--- src/rtl/xor_nor_seq_if.sv ---
// Handshake and data bundle for the NOR-built sequential bitwise/parity unit.
// The master launches an operation; the slave reports busy/done and the committed result.
interface xor_nor_seq_if #(
    parameter int unsigned WIDTH = 8
);
    logic             start;
    logic [1:0]       mode;
    logic [WIDTH-1:0] a;
    logic [WIDTH-1:0] b;
    logic             busy;
    logic             done;
    logic [WIDTH-1:0] y;
    logic             parity;

    modport master (
        output start, mode, a, b,
        input  busy, done, y, parity
    );

    modport slave (
        input  start, mode, a, b,
        output busy, done, y, parity
    );
endinterface

--- src/rtl/xor_nor_seq.sv ---
// Sequential XOR/XNOR/NOR/OR unit: CHUNK bits per cycle, LSB-first, datapath built from 2-input
// NOR cells only, plus a running parity of the result word.
module xor_nor_seq #(
    parameter int unsigned WIDTH = 8,
    parameter int unsigned CHUNK = 1
) (
    input  logic          clk,
    input  logic          reset,
    xor_nor_seq_if.slave  bus
);
    localparam int unsigned N  = WIDTH / CHUNK;
    localparam int unsigned CW = $clog2(N) + 1;

    typedef enum logic [1:0] {StIdle, StRun, StDone} state_e;

    // The only primitive the datapath is allowed: a 2-input NOR.
    function automatic logic nor2(input logic x, input logic y);
        return ~x & ~y;
    endfunction

    function automatic logic nor_xor(input logic x, input logic y);
        logic nx, ny, t1, t2, xn;
        nx = nor2(x, x);
        ny = nor2(y, y);
        t1 = nor2(y, nx);
        t2 = nor2(x, ny);
        xn = nor2(t1, t2);
        return nor2(xn, xn);
    endfunction

    state_e           r_state, w_state_d;
    logic [WIDTH-1:0] r_a, r_b, r_acc, r_y;
    logic [WIDTH-1:0] w_a_d, w_b_d, w_acc_d, w_y_d, w_acc_sh;
    logic [3:0]       r_en_n, w_en_n_d, w_en_n_ld;
    logic [CW-1:0]    r_cnt, w_cnt_d;
    logic             r_par, w_par_d, r_parity, w_parity_d, w_par_next;
    logic [CHUNK-1:0] w_res;

    // Active-low one-hot enables let each mode select be a single NOR against the inverted term.
    always_comb begin
        w_en_n_ld = 4'b1111;
        unique case (bus.mode)
            2'b00:   w_en_n_ld = 4'b1110;
            2'b01:   w_en_n_ld = 4'b1101;
            2'b10:   w_en_n_ld = 4'b1011;
            2'b11:   w_en_n_ld = 4'b0111;
            default: w_en_n_ld = 4'b1111;
        endcase
    end

    for (genvar gi = 0; gi < CHUNK; gi++) begin : g_cell
        logic w_na, w_nb, w_t1, w_t2, w_xnor, w_xor, w_nor, w_or;
        logic w_s0, w_s1, w_s2, w_s3, w_u, w_v, w_uv;

        assign w_na   = nor2(r_a[gi], r_a[gi]);
        assign w_nb   = nor2(r_b[gi], r_b[gi]);
        assign w_t1   = nor2(r_b[gi], w_na);
        assign w_t2   = nor2(r_a[gi], w_nb);
        assign w_xnor = nor2(w_t1, w_t2);
        assign w_xor  = nor2(w_xnor, w_xnor);
        assign w_nor  = nor2(r_a[gi], r_b[gi]);
        assign w_or   = nor2(w_nor, w_nor);

        // sel = en AND f = nor(en_n, ~f); each function's complement is already available.
        assign w_s0 = nor2(r_en_n[0], w_xnor);
        assign w_s1 = nor2(r_en_n[1], w_xor);
        assign w_s2 = nor2(r_en_n[2], w_or);
        assign w_s3 = nor2(r_en_n[3], w_nor);

        assign w_u  = nor2(w_s0, w_s1);
        assign w_v  = nor2(w_s2, w_s3);
        assign w_uv = nor2(nor2(w_u, w_u), nor2(w_v, w_v));
        assign w_res[gi] = nor2(w_uv, w_uv);
    end

    always_comb begin
        w_par_next = r_par;
        for (int i = 0; i < CHUNK; i++) begin
            w_par_next = nor_xor(w_par_next, w_res[i]);
        end
    end

    assign w_acc_sh = WIDTH'({w_res, r_acc} >> CHUNK);

    always_comb begin
        w_state_d  = r_state;
        w_a_d      = r_a;
        w_b_d      = r_b;
        w_en_n_d   = r_en_n;
        w_acc_d    = r_acc;
        w_cnt_d    = r_cnt;
        w_par_d    = r_par;
        w_y_d      = r_y;
        w_parity_d = r_parity;
        unique case (r_state)
            StIdle, StDone: begin
                w_state_d = StIdle;
                if (bus.start) begin
                    w_a_d     = bus.a;
                    w_b_d     = bus.b;
                    w_en_n_d  = w_en_n_ld;
                    w_acc_d   = '0;
                    w_cnt_d   = '0;
                    w_par_d   = 1'b0;
                    w_state_d = StRun;
                end
            end
            StRun: begin
                w_a_d   = r_a >> CHUNK;
                w_b_d   = r_b >> CHUNK;
                w_acc_d = w_acc_sh;
                w_par_d = w_par_next;
                w_cnt_d = r_cnt + CW'(1);
                if (r_cnt == CW'(N - 1)) begin
                    w_state_d  = StDone;
                    w_y_d      = w_acc_sh;
                    w_parity_d = w_par_next;
                end
            end
            default: w_state_d = StIdle;
        endcase
    end

    always_ff @(posedge clk) begin
        if (reset) begin
            r_state  <= StIdle;
            r_a      <= '0;
            r_b      <= '0;
            r_en_n   <= 4'b1111;
            r_acc    <= '0;
            r_cnt    <= '0;
            r_par    <= 1'b0;
            r_y      <= '0;
            r_parity <= 1'b0;
        end else begin
            r_state  <= w_state_d;
            r_a      <= w_a_d;
            r_b      <= w_b_d;
            r_en_n   <= w_en_n_d;
            r_acc    <= w_acc_d;
            r_cnt    <= w_cnt_d;
            r_par    <= w_par_d;
            r_y      <= w_y_d;
            r_parity <= w_parity_d;
        end
    end

    assign bus.busy   = (r_state == StRun);
    assign bus.done   = (r_state == StDone);
    assign bus.y      = r_y;
    assign bus.parity = r_parity;
endmodule

--- src/flat_wrapper.sv ---
// flat-port wrapper written by rule: the top's interface ports become plain ports
module xor_nor_seq_flat 
#(
    parameter int unsigned WIDTH = 8,
    parameter int unsigned CHUNK = 1
)
  (clk, reset, bus_start, bus_mode, bus_a, bus_b, bus_busy, bus_done, bus_y, bus_parity);
  xor_nor_seq_if #(.WIDTH(WIDTH)) bus_i ();
  input  logic clk;
  input  logic reset;
  input wire logic [$bits(bus_i.start)-1:0] bus_start;
  input wire logic [$bits(bus_i.mode)-1:0] bus_mode;
  input wire logic [$bits(bus_i.a)-1:0] bus_a;
  input wire logic [$bits(bus_i.b)-1:0] bus_b;
  output wire logic [$bits(bus_i.busy)-1:0] bus_busy;
  output wire logic [$bits(bus_i.done)-1:0] bus_done;
  output wire logic [$bits(bus_i.y)-1:0] bus_y;
  output wire logic [$bits(bus_i.parity)-1:0] bus_parity;
  assign bus_i.start = bus_start;
  assign bus_i.mode = bus_mode;
  assign bus_i.a = bus_a;
  assign bus_i.b = bus_b;
  assign bus_busy = bus_i.busy;
  assign bus_done = bus_i.done;
  assign bus_y = bus_i.y;
  assign bus_parity = bus_i.parity;
  xor_nor_seq #(.WIDTH(WIDTH), .CHUNK(CHUNK)) u_core (.clk(clk), .reset(reset), .bus(bus_i));
endmodule
--- config.mk ---
export PLATFORM = sky130hd
export DESIGN_NAME = xor_nor_seq_flat
export DESIGN_NICKNAME = d
export VERILOG_FILES = /design/src/rtl/xor_nor_seq_if.sv /design/src/rtl/xor_nor_seq.sv /design/src/flat_wrapper.sv
export SDC_FILE = /design/constraint.sdc
export NUM_CORES = 1
export LEC_CHECK = 0
export ABC_AREA = 0
export CORE_MARGIN = 1
export CORE_UTILIZATION = 51
export DETAILED_ROUTE_END_ITERATION = 6
export GPL_ROUTABILITY_DRIVEN = 0
export PLACE_DENSITY = 0.85
export REMOVE_ABC_BUFFERS = 1
export SLEW_MARGIN = 20
export SYNTH_ARGS = -nofsm -noshare
export SYNTH_HDL_FRONTEND = slang
export SYNTH_SLANG_ARGS = --single-unit
export TNS_END_PERCENT = 100
--- constraint.sdc ---
create_clock -name clk -period 1.8 [get_ports clk]
set_input_delay 0.36 -clock clk [delete_from_list [all_inputs] [get_ports clk]]
set_output_delay 0.36 -clock clk [all_outputs]
set_load 0.02 [all_outputs]
==> results.md <==
- CP arrival: roughly 1.3 ns
- Largest net degree at the start of global routing: 32
- CP endpoint kind: primary output
- Final Cycle Share: 94.4%
- Number of inserted diodes: 0
- Reg clk slew, reported paths: between 0.1 and 0.15 ns
- FF-to-FF End: u_core.r_par
- FF-to-FF path depth: 5
- Slew HR: 74.7%
- Count of buffers from port buffering: 31
- Worst R2R Start: u_core.r_a[0]
- Leakage: 0.783 nW
- Clock power share: 34.1%
- Placement Rows: 21
- Post-DP HPWL: about 2.4 mm
- WHS: approximately 0.47 ns
- Core box area: 3340 µm²
- Worst hold endpoint: u_core.r_acc[1]
- Initial antenna violation count: 0
- MaxCap Viol Count: 0
- Hold Fails Final Rpt: 0
- P&R area growth vs syn: 25.0%
- FMAX: 588 MHz
- Ys flop type: dfxtp_1
- CP Cell Sequence: clkdlybuf4s50_1
- CP max stage delay: 0.63 ns
- Hold Path Class: register to register
- Synth Instances: 206
- # nets final: ~260
- Seq/Total Area, Yosys: 48.5%
- Crit path max-delay family: buffers and inverters
- Seq pwr share: a little over half
- Multi-input logic area: 807 µm²
- Crit Path Max Fanout: 2
- Initial Util: roughly 53%
- Via/cell ratio: 5.79
- Sum Neg Setup Slack: 0 ns
- First-pass GRT wire length: 5.95 mm
- Status: complete, no violations
- Mapped Area: 1770 µm²
- Largest cells by area after synthesis: dfxtp_1, a21oi_1, nand3_1
- Post-DP Area: approximately 2100 µm²
- Total design power: between 1.5 and 2 mW
- Critical Path Start: u_core.bus.y[1]
- Clock Tree Buf Depth: 2
- GR Util All Layers: 22.1%
- Post-synth EDFFs: 0
- Die Ht: 61.0 µm
- Crit path time final: 1.70 ns
- Post-synth ARST share: 0%
- Clock Sinks: between 40 and 50
- Clock skew: 0.00905 ns
- Slowest-stage cell, CP: clkdlybuf4s50_1
- Critical path type: register to primary output
- I/O pin count: 32
- H-tree lvl count: 2
- Starting DRT DRC Count: 65
- Endpoints failing setup: 0
- Layout cell share with drive strength beyond 1: ~8.0%
- # DRC: 0
- Worst hold stages: 2
- CTS tree: built
- CTS buffer count: 5
- Number of distinct library cells after synthesis: 30
- Clk root buf: clkbuf_4
- Post-synth top area share: approximately half
- VDD IR max: roughly 630 µV
- Fillers: 302
- Final Max Slew Viols: 0
- Total Wirelength: 3.71 mm
- Die area: 3720 µm²
- Vias in the first global route: 1342
- Mean Syn Cell Area: 8.61 µm²
- Req. time, crit path: 1.44 ns
- Die Width: 61.0 µm
- NetSw: 0.444 mW
- Hold wc startpoint: u_core.r_acc[1]
- CP Buf/Inv Count: 1
- Type of origin of the critical path: register
- Ys Warns: 0
- Clock Latency Late Sink: 0.36 ns
- DR WL/cell: roughly 13 µm
- Fin area: 2220 µm²
- Total congestion overflow: 0
- R2R Setup Slk: approximately 0.22 ns
- Switching Share: 23.8%
- Worst slew pin tran: about 0.37 ns
- #FFs+latches synth: between 40 and 50
- Detail Route Antenna Nets: 0
- Logic gate share of total power: 11.8%
- Register area: 861 µm²
- P per Cell Area: roughly 840 nW/µm²
- Pint: 1.42 mW
- Via count: 1639
- Pre-antenna DRT Iters: 4
- Dominant cell type by area after synthesis: dfxtp_1
- Unrepaired setup endpoints after global routing: false
## layout by cell type (no fill, tap or decap), drive strengths merged, types with 3 or more instances in the layout
| cell | instances |
|---|---|
| dfxtp | 43 |
| a22oi | 14 |
| o21ai | 13 |
| nand2b | 4 |
| clkbuf | 6 |
| buf | 9 |
| nor2 | 5 |
| nand2 | 9 |
| inv | 5 |
| a21oi | 37 |
| nand3 | 33 |
| clkdlybuf4s50 | 29 |
| nor3 | 3 |
## kinds of logic after synthesis
family	share of synthesized area, %
adder cells (fa/ha/maj)	1.41
multiplexers	1.76
buffers and inverters	5.99
AND/OR/NAND/NOR	19.2
AO/OA/AOI/OAI	23.1
flip-flops	48.5
## worst max path at each step
| stage | slack, ns | depth (start not counted) | to |
|---|---|---|---|
| finish | 0.10 | 1 | bus_y[1] |
| floorplan | -0.30 | 4 | u_core.r_par |
| detailed placement | 0.22 | 5 | u_core.r_en_n[3] |
| global route | 0.04 | 3 | bus_busy |
| CTS | 0.09 | 1 | bus_y[1] |
| global placement | 0.23 | 5 | u_core.r_en_n[3] |
## power groups by stage
stage / Sequential (mW) / Combinational, mW / Clock (mW)
after floorplan: 1.02 / 0.110 / 0
after global placement: 1.03 / 0.219 / 0
after detailed placement: 1.03 / 0.220 / 0
after CTS: 1.01 / 0.220 / 0.648
after global routing: 1.01 / 0.242 / 0.691
final: 1.01 / 0.220 / 0.636
## what timing repair did
| action | CTS | global route |
|---|---|---|
| hold endpoints to repair | 0 | 0 |
| setup buffers | 0 | 0 |
| endpoints found under the setup margin | 2 | 0 |
| hold buffers | 0 | 0 |
| resized for setup | 2 | 0 |
## sequential cells by signal, indices dropped and copies added (netlist names)
name / flops
u_core.bus.y: 8
u_core.r_a: 8
u_core.r_b: 8
u_core.r_acc: 7
u_core.r_cnt: 4
u_core.r_en_n: 4
u_core.r_state: 2
u_core.bus.parity: 1
u_core.r_par: 1
## layout make-up
cell class	count	share of cell area, %
clock buffers	6	2.31
clock inverters	2	1.58
repair buffers	40	17.5
multi-input cells	141	36.4
flip-flops and latches	43	38.8
well taps	46	2.59
inverters	5	0.846
## per-stage QoR
step	std cells	util (%)	setup slack, ns
finish	283	66.5	0.101
global placement	275	64.0	0.231
detailed placement	275	64.0	0.215
global route	283	66.5	0.0363
floorplan	189	-	-0.301
CTS	283	66.5	0.0894
## cell usage after synthesis (all sizes together), types with 2 or more instances
library cell  count
buf              11
nand2             9
o21ai            13
nand3            33
nor2b             2
inv               5
ha                2
clkbuf            6
a21oi            37
dfxtp            43
nor3              3
mux2i             2
nand2b            4
or3               2
nor3b             2
nor2              5
a22oi            14
o211ai            2
## layer usage
layer	track usage (%)	routed length, µm
met3	6.61	143
met4	10.7	77
met2	32.5	1760
met1	29.6	1720
met5	0	0
(Power assumes the default switching activity.)
